File: src/rtl/serial_adder_pkg.sv
`default_nettype none
// ============================================================================
// Module      : serial_adder_pkg
// Description : Shared constants and types for the bit-serial adder: state
//               encodings, state enum, default operand width and a helper
//               that sizes the bit counter.
// Revision    : 1.0 - initial release
// ============================================================================
package serial_adder_pkg;

    // Default operand/result width in bits.
    localparam int DEFAULT_WIDTH = 8;

    // State encodings.
    localparam logic [1:0] c_st_idle = 2'd0;
    localparam logic [1:0] c_st_run  = 2'd1;
    localparam logic [1:0] c_st_done = 2'd2;

    typedef enum logic [1:0] {
        IDLE = c_st_idle,
        RUN  = c_st_run,
        DONE = c_st_done
    } state_t;

    // Bit-counter width: $clog2(width), never less than one bit.
    function automatic int cnt_width(input int width);
        int w;
        w = $clog2(width);
        return (w < 1) ? 1 : w;
    endfunction

endpackage : serial_adder_pkg
`default_nettype wire

File: src/rtl/fa_bit.sv
`default_nettype none
// ============================================================================
// Module      : fa_bit
// Description : One-bit combinational full adder (a + b + ci -> s, co).
//               The single arithmetic cell shared by every bit position of
//               the serial adder.
// Revision    : 1.0 - initial release
// ============================================================================
module fa_bit (
    input  logic a_i,
    input  logic b_i,
    input  logic ci_i,
    output logic s_o,
    output logic co_o
);

    // Sum and majority carry.
    assign s_o  = a_i ^ b_i ^ ci_i;
    assign co_o = (a_i & b_i) | (a_i & ci_i) | (b_i & ci_i);

endmodule : fa_bit
`default_nettype wire

File: src/rtl/serial_adder.sv
`default_nettype none
// ============================================================================
// Module      : serial_adder
// Description : Bit-serial WIDTH-bit adder. Operands are captured on an
//               accepted start, then one bit per clock (LSB first) passes
//               through a single full-adder cell whose carry recirculates
//               through a flip-flop. The finished result is copied to the
//               held outputs sum_o/co_o on the completion edge.
//               Optional feature macro: SERIAL_ADDER_SUB_EN adds a sub_i
//               port that turns the operation into a - b (two's complement).
// Revision    : 1.0 - initial release
// ============================================================================
module serial_adder
    import serial_adder_pkg::*;
#(
    parameter int WIDTH = DEFAULT_WIDTH
) (
    input  logic             clk,
    input  logic             rst,
    input  logic             start_i,
    input  logic [WIDTH-1:0] a_i,
    input  logic [WIDTH-1:0] b_i,
    input  logic             ci_i,
`ifdef SERIAL_ADDER_SUB_EN
    input  logic             sub_i,
`endif
    output logic             busy_o,
    output logic             done_o,
    output logic [WIDTH-1:0] sum_o,
    output logic             co_o
);

    localparam int              CW     = cnt_width(WIDTH);
    localparam logic [CW-1:0]   c_last = CW'(WIDTH - 1);

    state_t            state_q, state_d;
    logic [WIDTH-1:0]  a_sr_q,  a_sr_d;
    logic [WIDTH-1:0]  b_sr_q,  b_sr_d;
    // Holds the WIDTH-1 result bits already produced; the last bit comes
    // straight from the cell on the completion edge.
    logic [WIDTH-2:0]  res_sr_q, res_sr_d;
    logic              carry_q, carry_d;
    logic [CW-1:0]     cnt_q,   cnt_d;
    logic [WIDTH-1:0]  sum_q,   sum_d;
    logic              co_q,    co_d;
`ifdef SERIAL_ADDER_SUB_EN
    logic              sub_q,   sub_d;
`endif

    logic              cell_b;
    logic              cell_s;
    logic              cell_co;
    logic [WIDTH-1:0]  res_shift;
    logic              accept;

    // Subtraction inverts each b bit on its way into the cell.
`ifdef SERIAL_ADDER_SUB_EN
    assign cell_b = b_sr_q[0] ^ sub_q;
`else
    assign cell_b = b_sr_q[0];
`endif

    fa_bit u_fa_bit (
        .a_i  (a_sr_q[0]),
        .b_i  (cell_b),
        .ci_i (carry_q),
        .s_o  (cell_s),
        .co_o (cell_co)
    );

    // New sum bit enters at the MSB; the top WIDTH-1 bits become the new
    // partial result, and the full vector is the final result on the last bit.
    assign res_shift = {cell_s, res_sr_q};

    // A request is only honoured outside RUN.
    assign accept = start_i && (state_q != RUN);

    // Next-state, datapath and result-update logic.
    always_comb begin
        state_d  = state_q;
        a_sr_d   = a_sr_q;
        b_sr_d   = b_sr_q;
        res_sr_d = res_sr_q;
        carry_d  = carry_q;
        cnt_d    = cnt_q;
        sum_d    = sum_q;
        co_d     = co_q;
`ifdef SERIAL_ADDER_SUB_EN
        sub_d    = sub_q;
`endif

        case (state_q)
            IDLE: begin
                state_d = IDLE;
            end
            RUN: begin
                a_sr_d   = {1'b0, a_sr_q[WIDTH-1:1]};
                b_sr_d   = {1'b0, b_sr_q[WIDTH-1:1]};
                res_sr_d = res_shift[WIDTH-1:1];
                carry_d  = cell_co;
                if (cnt_q == c_last) begin
                    sum_d   = res_shift;
                    co_d    = cell_co;
                    state_d = DONE;
                end else begin
                    cnt_d = cnt_q + 1'b1;
                end
            end
            DONE: begin
                state_d = IDLE;
            end
            default: begin
                state_d = IDLE;
            end
        endcase

        // Accepted request (from IDLE or DONE) overrides the above.
        if (accept) begin
            a_sr_d   = a_i;
            b_sr_d   = b_i;
            res_sr_d = '0;
            carry_d  = ci_i;
            cnt_d    = '0;
            state_d  = RUN;
`ifdef SERIAL_ADDER_SUB_EN
            sub_d    = sub_i;
            if (sub_i) begin
                carry_d = 1'b1;
            end
`endif
        end
    end

    // State and datapath registers; reset discards any partial result.
    always_ff @(posedge clk or posedge rst) begin
        if (rst) begin
            state_q  <= IDLE;
            a_sr_q   <= '0;
            b_sr_q   <= '0;
            res_sr_q <= '0;
            carry_q  <= 1'b0;
            cnt_q    <= '0;
            sum_q    <= '0;
            co_q     <= 1'b0;
`ifdef SERIAL_ADDER_SUB_EN
            sub_q    <= 1'b0;
`endif
        end else begin
            state_q  <= state_d;
            a_sr_q   <= a_sr_d;
            b_sr_q   <= b_sr_d;
            res_sr_q <= res_sr_d;
            carry_q  <= carry_d;
            cnt_q    <= cnt_d;
            sum_q    <= sum_d;
            co_q     <= co_d;
`ifdef SERIAL_ADDER_SUB_EN
            sub_q    <= sub_d;
`endif
        end
    end

    assign busy_o = (state_q == RUN);
    assign done_o = (state_q == DONE);
    assign sum_o  = sum_q;
    assign co_o   = co_q;

endmodule : serial_adder
`default_nettype wire

File: config.mk
export PLATFORM = sky130hd
export DESIGN_NAME = serial_adder
export DESIGN_NICKNAME = d
export VERILOG_FILES = /design/src/rtl/serial_adder_pkg.sv /design/src/rtl/fa_bit.sv /design/src/rtl/serial_adder.sv
export SDC_FILE = /design/constraint.sdc
export NUM_CORES = 1
export LEC_CHECK = 0
export CAP_MARGIN = 20
export CORE_MARGIN = 5
export CORE_UTILIZATION = 46
export DETAILED_ROUTE_END_ITERATION = 10
export PLACE_DENSITY_LB_ADDON = 0.25
export SLEW_MARGIN = 5
export SYNTH_ARGS = -nofsm -noshare
export SYNTH_HDL_FRONTEND = slang
export SYNTH_SLANG_ARGS = --single-unit
File: constraint.sdc
create_clock -name clk -period 1.5 [get_ports clk]
set_input_delay 0.375 -clock clk [delete_from_list [all_inputs] [get_ports clk]]
set_output_delay 0.375 -clock clk [all_outputs]
set_load 0.005 [all_outputs]
==> out/results.ini, run 1 <==
[setup_path]
cp_num_buf_inv = 1
cp_top_family = adder cells
timing.critical_path.slowest_cell_delay_ns = 0.39
crit_path_cell_trace = ha_1 > ha_2 > nand3b_4 > buf_12 > mux2_4
kind_of_capture_point_of_the_worst_setup_path = flop
req_time_crit_path_ns = 1.67
cpMaxStageDelayCell = sky130_fd_sc_hd__dfrtp_1
crit_type = flop to flop
crit_path_max_fanout = 9
arrival_ns = 1.61
worstSetupStartpointType = flop

[synth]
synth_top_cells_by_count = sky130_fd_sc_hd__dfrtp_1, sky130_fd_sc_hd__nand2_1, sky130_fd_sc_hd__o21ai_0
postSynth.asyncResetShare_pct = 100
postSynth.topFlopCell = sky130_fd_sc_hd__dfrtp_1
syn-cell-area_um2 = 1730
netlist_top_cells_area = sky130_fd_sc_hd__dfrtp_1, sky130_fd_sc_hd__mux2i_1, sky130_fd_sc_hd__mux2_4, sky130_fd_sc_hd__o21ai_0, sky130_fd_sc_hd__nand2_1
synth_top_area_share_pct = 55.1
post_synthesis_instance_total = 143
synth-edff-count = 0
syn-num-nets = 166
synth_area_per_cell_um2 = 12.1
synth_seq_cells = 38
synth_seq_area_share_pct = 55.1
synth.yosys.warnings = 0
post-synth-top-area-cell = sky130_fd_sc_hd__dfrtp_1
synthMostInstantiatedCell = sky130_fd_sc_hd__dfrtp_1
netlist-cell-type-count = 22

[timing]
maxSlewHeadroom_pct = 81.8
finalHoldViolCount = 0
maxSlewViolCount = 0
unrepaired_setup_endpoints_after_global_routing = no
ratio_of_final_minimum_period_to_clock_period_pct = 96.1
actual_transition_at_the_worst_max_transition_pin_ns = 0.273
finalWorstPathRequiredPeriod_ns = 1.44
fin_hold_ws_ns = 0.422
clock_skew_ns = 0.00802
max_clock_freq_mhz = 694
timing.final.setup_violations = 0
setup-tns-final_ns = 0

[final_layout]
final_nets = 209
antennaDiodeCount = 0
area_growth_pct = 30.7
finalCoreUtilization_pct = 61.6
drive_above_1_share_pct = 21.4
layout.cell_area.non_filler_um2 = 2250

[routing]
vias = 1140
wl_per_cell_um = 13.3
drt_pass1_iterations = 4
antenna_violating_nets_post_route = 0
route.detailed.drc = 0
finalWirelength_um = 3140
drc_violation_total_after_the_first_tritonroute_iteration = 47
via_per_inst = 4.85

[clocking]
root_buffer = sky130_fd_sc_hd__clkbuf_8
cts_inserted_buffers = 5
worstSkewPairLatency_ns = 0.29
clkTransAtPathRegs_ns = 0.08
tritoncts = built
hold_buffers = 0
max-clock-path-buffers = 2
cts-htree-levels = 2
clock_sink_count = 38

[floorplanning]
dieArea_um2 = 5080
initial_utilization_pct = 47.1
top_level_ports = 31
fp-row-count = 22
die_width_um = 71.2
fp.dieH_um = 71.2
core-area_um2 = 3660

[outcome]
run_status = complete, no violations

[placed_design]
place.detailed.hpwl_um = 2230
placer_s_final_routability_congestion_estimate = 0.699
placed_cell_area_um2 = 2100
port_buffers = 30

[job]
cap_violations = 0

[global_routing]
global_route_wire_length_before_repair_um = 5570
global_route.usage.total_pct = 14.3
grt_use_met3_pct = 6.03
met2_usage_pct = 22.0
grt_antenna_before_repair = 0
first_global_vias = 1197
grt_overflow = 0
grt_most_used_layer = met2
grt_start_max_net_pins = 39
globalRouteMet1Util_pct = 17.6

[power]
irDropWorstVdd_mv = 0.827
power.density_nw_per_um2 = 1820
p_total_mw = 4.10
power_leakage_nw = 1.13

[min_path]
hold_class = primary input to asynchronous set/reset pin

[what timing repair did]
item | CTS | global route
buffers inserted | 6 | 1
setup endpoints to repair | 12 | 12
hold endpoints to repair | 0 | 0
pin swaps | 0 | 0
gates resized for setup | 14 | 4
[metrics by stage]
| stage | setup slack (ns) | std cells |
|---|---|---|
| after floorplan | 0.0598 | 143 |
| after global placement | -0.0446 | 220 |
| after CTS | -0.00921 | 234 |
| after global routing | 0.00911 | 235 |
| after detailed placement | -0.113 | 220 |
| final | 0.0589 | 235 |
[layout make-up]
cell class              count  area (µm²)
fillers                   313        1410
flip-flops and latches     38         951
multi-input cells          92         691
repair buffers             45         429
clock buffers               5        68.8
well taps                  48        60.1
clock inverters             3        40.0
inverters                   4        15.0
[cells by family (layout without fill, tap and decap cells)]
family	Yosys count	count (layout)	synth area share, %
and+or+nand+nor	36	36	10.4
AOI/OAI and AO/OA	25	25	7.47
DFF	38	38	55.1
muxes	28	28	18.9
buffers and inverters	13	57	5.51
adders and majority gates	3	3	2.61
[final timing paths]
path | from | to | slack, ns | cells after the start
worst max-delay path | cnt_q[0] | sum_o[6] | 0.06 | 5
worst min-delay path | rst | sum_o[0] | 0.42 | 3
worst max register to register | cnt_q[0] | sum_o[6] | 0.06 | 5
worst min register to register | b_sr_q[2] | b_sr_q[1] | 0.49 | 2
max in group asynchronous | rst | cnt_q[0] | 0.88 | 3
min in group clk | b_sr_q[2] | b_sr_q[1] | 0.49 | 2
[state kept, by name, indices dropped and copies added (netlist names)]
name / flops
state_q: 2
res_sr_q: 7
co_o: 1
cnt_q: 3
b_sr_q: 8
a_sr_q: 8
sum_o: 8
carry_q: 1
[layer usage]
layer  part of all wire (%)  vias to the layer above  wire, µm
met4                    1.8                        0        57
met3                    5.5                        7       172
li1                       -                      565         -
met1                     45                      541      1410
met5                      0                        -         0
met2                     48                       27      1500
[report_power, final]
group          switching (mW)  leakage, nW  internal, mW
Sequential              0.253        0.493          1.45
Combinational           0.702        0.576         0.853
Clock                   0.361       0.0579         0.489
[cell usage in the layout, fill, tap and decap left out, types with 5 or more instances in the layout]
master	n
sky130_fd_sc_hd__buf_4	12
sky130_fd_sc_hd__dlygate4sd2_1	9
sky130_fd_sc_hd__mux2_4	9
sky130_fd_sc_hd__o21ai_0	18
sky130_fd_sc_hd__clkbuf_8	5
sky130_fd_sc_hd__dfrtp_1	38
sky130_fd_sc_hd__mux2i_1	18
sky130_fd_sc_hd__o21ai_1	6
sky130_fd_sc_hd__nand2b_1	7
sky130_fd_sc_hd__nand2_1	22
sky130_fd_sc_hd__clkdlybuf4s50_1	19
[worst register-to-register path, stage by stage (launching register included)]
cell,delay (ns)
sky130_fd_sc_hd__dfrtp_1,0.39
sky130_fd_sc_hd__ha_1,0.21
sky130_fd_sc_hd__ha_2,0.19
sky130_fd_sc_hd__nand3b_4,0.09
sky130_fd_sc_hd__buf_12,0.14
sky130_fd_sc_hd__mux2_4,0.30
Power figures use the tool's default switching activity.
==> inputs of run 2 (changes only) <==
--- a/config.mk
+++ b/config.mk
@@ -9,6 +9,7 @@
 export CORE_MARGIN = 5
 export CORE_UTILIZATION = 46
 export DETAILED_ROUTE_END_ITERATION = 10
+export HOLD_SLACK_MARGIN = 0.12
 export PLACE_DENSITY_LB_ADDON = 0.25
 export SLEW_MARGIN = 5
 export SYNTH_ARGS = -nofsm -noshare
==> results of run 2 <==
No change in the layout: final DEF, timing and power equal those of run 1.
==> inputs of run 3 (changes only) <==
--- a/config.mk
+++ b/config.mk
@@ -5,12 +5,14 @@
 export SDC_FILE = /design/constraint.sdc
 export NUM_CORES = 1
 export LEC_CHECK = 0
+export ABC_AREA = 1
 export CAP_MARGIN = 20
 export CORE_MARGIN = 5
 export CORE_UTILIZATION = 46
 export DETAILED_ROUTE_END_ITERATION = 10
 export HOLD_SLACK_MARGIN = 0.12
 export PLACE_DENSITY_LB_ADDON = 0.25
+export SETUP_SLACK_MARGIN = 0.3
 export SLEW_MARGIN = 5
 export SYNTH_ARGS = -nofsm -noshare
 export SYNTH_HDL_FRONTEND = slang
==> run 3 against run 2 <==
Net effect: non-clock buffer count up 9; highest routed layer unchanged; critical path depth down 3; via count up 37%; clock-buffer cell count up 2; largest power group is now combinational cells; area after synthesis down 3.8%; power up 19%; critical endpoint is now busy_o; sequential cell count unchanged.
==> out/results.ini, run 3 <==
[outcome]
run_status = complete, no violations  ; unchanged

[power]
p_total_mw = 4.88  ; was 4.10 mW
power.density_nw_per_um2 = 1850  ; was 1820 nW/µm²
power_leakage_nw = 1.28  ; was 1.13 nW
irDropWorstVdd_mv = 1.39  ; was 0.827 mV

[synth]
post_synthesis_instance_total = 189  ; was 143
syn-cell-area_um2 = 1660  ; was 1730 µm²
synthMostInstantiatedCell = sky130_fd_sc_hd__nand2_1  ; was sky130_fd_sc_hd__dfrtp_1
postSynth.topFlopCell = sky130_fd_sc_hd__dfrtp_1  ; unchanged
synth-edff-count = 0  ; unchanged
post-synth-top-area-cell = sky130_fd_sc_hd__dfrtp_1  ; unchanged
synth_seq_area_share_pct = 57.3  ; was 55.1%
netlist_top_cells_area = sky130_fd_sc_hd__dfrtp_1, sky130_fd_sc_hd__nand2_1, sky130_fd_sc_hd__nand3_1, sky130_fd_sc_hd__buf_4, sky130_fd_sc_hd__inv_1  ; was sky130_fd_sc_hd__dfrtp_1, sky130_fd_sc_hd__mux2i_1, sky130_fd_sc_hd__mux2_4, sky130_fd_sc_hd__o21ai_0, sky130_fd_sc_hd__nand2_1
synth.yosys.warnings = 0  ; unchanged
synth_top_area_share_pct = 57.3  ; was 55.1%
synth_top_cells_by_count = sky130_fd_sc_hd__nand2_1, sky130_fd_sc_hd__nand3_1, sky130_fd_sc_hd__dfrtp_1  ; was sky130_fd_sc_hd__dfrtp_1, sky130_fd_sc_hd__nand2_1, sky130_fd_sc_hd__o21ai_0
syn-num-nets = 212  ; was 166
synth_area_per_cell_um2 = 8.78  ; was 12.1 µm²
synth_seq_cells = 38  ; unchanged
netlist-cell-type-count = 14  ; was 22
postSynth.asyncResetShare_pct = 100  ; unchanged

[global_routing]
global_route_wire_length_before_repair_um = 6720  ; was 5570 µm
grt_overflow = 0  ; unchanged
global_route.usage.total_pct = 17.2  ; was 14.3%
grt_start_max_net_pins = 39  ; unchanged
grt_antenna_before_repair = 0  ; unchanged
first_global_vias = 1433  ; was 1197

[timing]
clock_skew_ns = 0.0127  ; was 0.00802 ns
timing.final.setup_violations = 0  ; unchanged
actual_transition_at_the_worst_max_transition_pin_ns = 0.795  ; was 0.273 ns
worst_slack_ns = 0.0889  ; was 0.0589 ns
finalHoldViolCount = 0  ; unchanged
unrepaired_setup_endpoints_after_global_routing = yes  ; was no
maxSlewHeadroom_pct = 46.9  ; was 81.8%
maxSlewViolCount = 0  ; unchanged
max_clock_freq_mhz = 709  ; was 694 MHz
ratio_of_final_minimum_period_to_clock_period_pct = 94.1  ; was 96.1%
finalWorstPathRequiredPeriod_ns = 1.41  ; was 1.44 ns

[floorplanning]
fp-row-count = 21  ; was 22
core-area_um2 = 3420  ; was 3660 µm²
dieArea_um2 = 4910  ; was 5080 µm²
initial_utilization_pct = 48.6  ; was 47.1%
fp.dieH_um = 70.1  ; was 71.2 µm
top_level_ports = 31  ; unchanged
die_width_um = 70.1  ; was 71.2 µm

[routing]
drc_violation_total_after_the_first_tritonroute_iteration = 93  ; was 47
drt_pass1_iterations = 4  ; unchanged
antenna_violating_nets_post_route = 0  ; unchanged
via_per_inst = 5.35  ; was 4.85
route.detailed.drc = 0  ; unchanged
finalWirelength_um = 4730  ; was 3140 µm
wl_per_cell_um = 16.3  ; was 13.3 µm
vias = 1558  ; was 1140

[setup_path]
crit_path_max_fanout = 2  ; was 9
timing.critical_path.slowest_cell_delay_ns = 0.44  ; was 0.39 ns
req_time_crit_path_ns = 1.12  ; was 1.67 ns
crit_path_cell_trace = nor2_4 > buf_2  ; was ha_1 > ha_2 > nand3b_4 > buf_12 > mux2_4
crit_type = flop to output pin  ; was flop to flop
worstSetupStartpointType = flop  ; unchanged
cpMaxStageDelayCell = sky130_fd_sc_hd__dfrtp_1  ; unchanged
kind_of_capture_point_of_the_worst_setup_path = output pin  ; was flop
arrival_ns = 1.04  ; was 1.61 ns

[placed_design]
port_buffers = 30  ; unchanged
dp_cells = 264  ; was 220
place.detailed.hpwl_um = 2570  ; was 2230 µm
post-place-ws_ns = -0.0298  ; was -0.113 ns
placed_cell_area_um2 = 2060  ; was 2100 µm²
placer_s_final_routability_congestion_estimate = 0.762  ; was 0.699

[final_layout]
finalCoreUtilization_pct = 77.1  ; was 61.6%
layoutNonFillerInstCount = 291  ; was 235
area_growth_pct = 58.8  ; was 30.7%
layout.cell_area.non_filler_um2 = 2640  ; was 2250 µm²
n_fill_cell = 239  ; was 313
final_nets = 267  ; was 209
mostFrequentLayoutCell = sky130_fd_sc_hd__nand2_1  ; was sky130_fd_sc_hd__dfrtp_1
drive_above_1_share_pct = 44.9  ; was 21.4%
layout.cells.most_common_list = sky130_fd_sc_hd__nand2_1, sky130_fd_sc_hd__nand3_2, sky130_fd_sc_hd__dfrtp_1  ; was sky130_fd_sc_hd__dfrtp_1, sky130_fd_sc_hd__nand2_1, sky130_fd_sc_hd__clkdlybuf4s50_1
antennaDiodeCount = 0  ; unchanged

[clocking]
tritoncts = built  ; unchanged
cts_inserted_buffers = 5  ; unchanged
clkTransAtPathRegs_ns = 0.12  ; was 0.08 ns
worstSkewPairLatency_ns = 0.36  ; was 0.29 ns
hold_buffers = 0  ; unchanged
cts-htree-levels = 2  ; unchanged
root_buffer = sky130_fd_sc_hd__clkbuf_4  ; was sky130_fd_sc_hd__clkbuf_8
clock_sink_count = 38  ; unchanged
max-clock-path-buffers = 2  ; unchanged

[min_path]
hold_class = primary input to asynchronous set/reset pin  ; unchanged

[job]
cap_violations = 0  ; unchanged

==> run 3: changes by cell type in the layout (fill, tap and decap cells not counted), moves of 8 or more <==
cell	previous run	this run
sky130_fd_sc_hd__nand2_1	22	70
sky130_fd_sc_hd__nand3_2	0	38
sky130_fd_sc_hd__mux2i_1	18	0
sky130_fd_sc_hd__o21ai_0	18	0
sky130_fd_sc_hd__buf_2	0	11
sky130_fd_sc_hd__dlygate4sd2_1	9	0
sky130_fd_sc_hd__mux2_4	9	0
sky130_fd_sc_hd__nand3_4	0	8
==> run 3: critical path: cells and delay by family (launching register included) <==
family / cells / cell delay, ns
simple gates: 1 / 0.13
buf+inv: 1 / 0.12
flops: 1 / 0.44
==> run 3: routing by layer <==
| metal | GRT usage [%] | wire length [µm] | part of all wire [%] |
|---|---|---|---|
| met1 | 21.3 | 1850 | 39 |
| met3 | 4.45 | 207 | 4.4 |
| met2 | 28.4 | 2540 | 54 |
| met5 | 0 | 0 | 0 |
| met4 | 7.45 | 140 | 3.0 |
==> run 3: cells by family after synthesis <==
group,Yosys count,share of synthesized area [%]
adder cells (fa/ha/maj),3,2.71
buffers and inverters,16,5.05
AND/OR/NAND/NOR,132,34.9
flip-flops,38,57.3
==> run 3: stage by stage <==
step | hold slack (ns) | TNS (ns)
global placement | 0.462 | 0
global route | 0.395 | 0
finish | 0.393 | 0
CTS | 0.417 | 0
detailed placement | 0.467 | -0.0911
floorplan | 0.341 | 0
==> run 3: path summary, 6_finish.rpt <==
path	startpoint	to	slack, ns	cells past startpoint
hold / removal	rst	sum_o[6]	0.39	3
max in group asynchronous	rst	a_sr_q[2]	0.91	3
setup reg to reg	state_q[1]	a_sr_q[0]	0.10	8
setup / recovery	state_q[1]	busy_o	0.09	2
min in group clk	sum_o[0]	sum_o[0]	0.49	2
hold reg to reg	sum_o[0]	sum_o[0]	0.49	2
==> run 3: layout make-up <==
cell class | count | area, µm² | share of cell area (%)
Timing Repair Buffer | 54 | 528 | 20.0
Clock inverter | 1 | 5.00 | 0.190
Clock buffer | 7 | 55.1 | 2.09
Inverter | 8 | 41.3 | 1.57
Sequential cell | 38 | 951 | 36.1
Multi-Input combinational cell | 137 | 997 | 37.8
Tap cell | 46 | 57.6 | 2.18
==> run 3: repair_timing <==
action | in CTS | in global routing
buffers inserted | 8 | 6
gates resized for setup | 62 | 62
pin swaps | 7 | 27
cloned | 2 | 3
setup endpoints to repair | 33 | 49
==> run 3: report_power, final <==
part / switching (mW) / total, mW / internal (mW)
registers: 0.334 / 1.79 / 1.46
clock network: 0.348 / 0.575 / 0.227
logic: 1.31 / 2.51 / 1.20
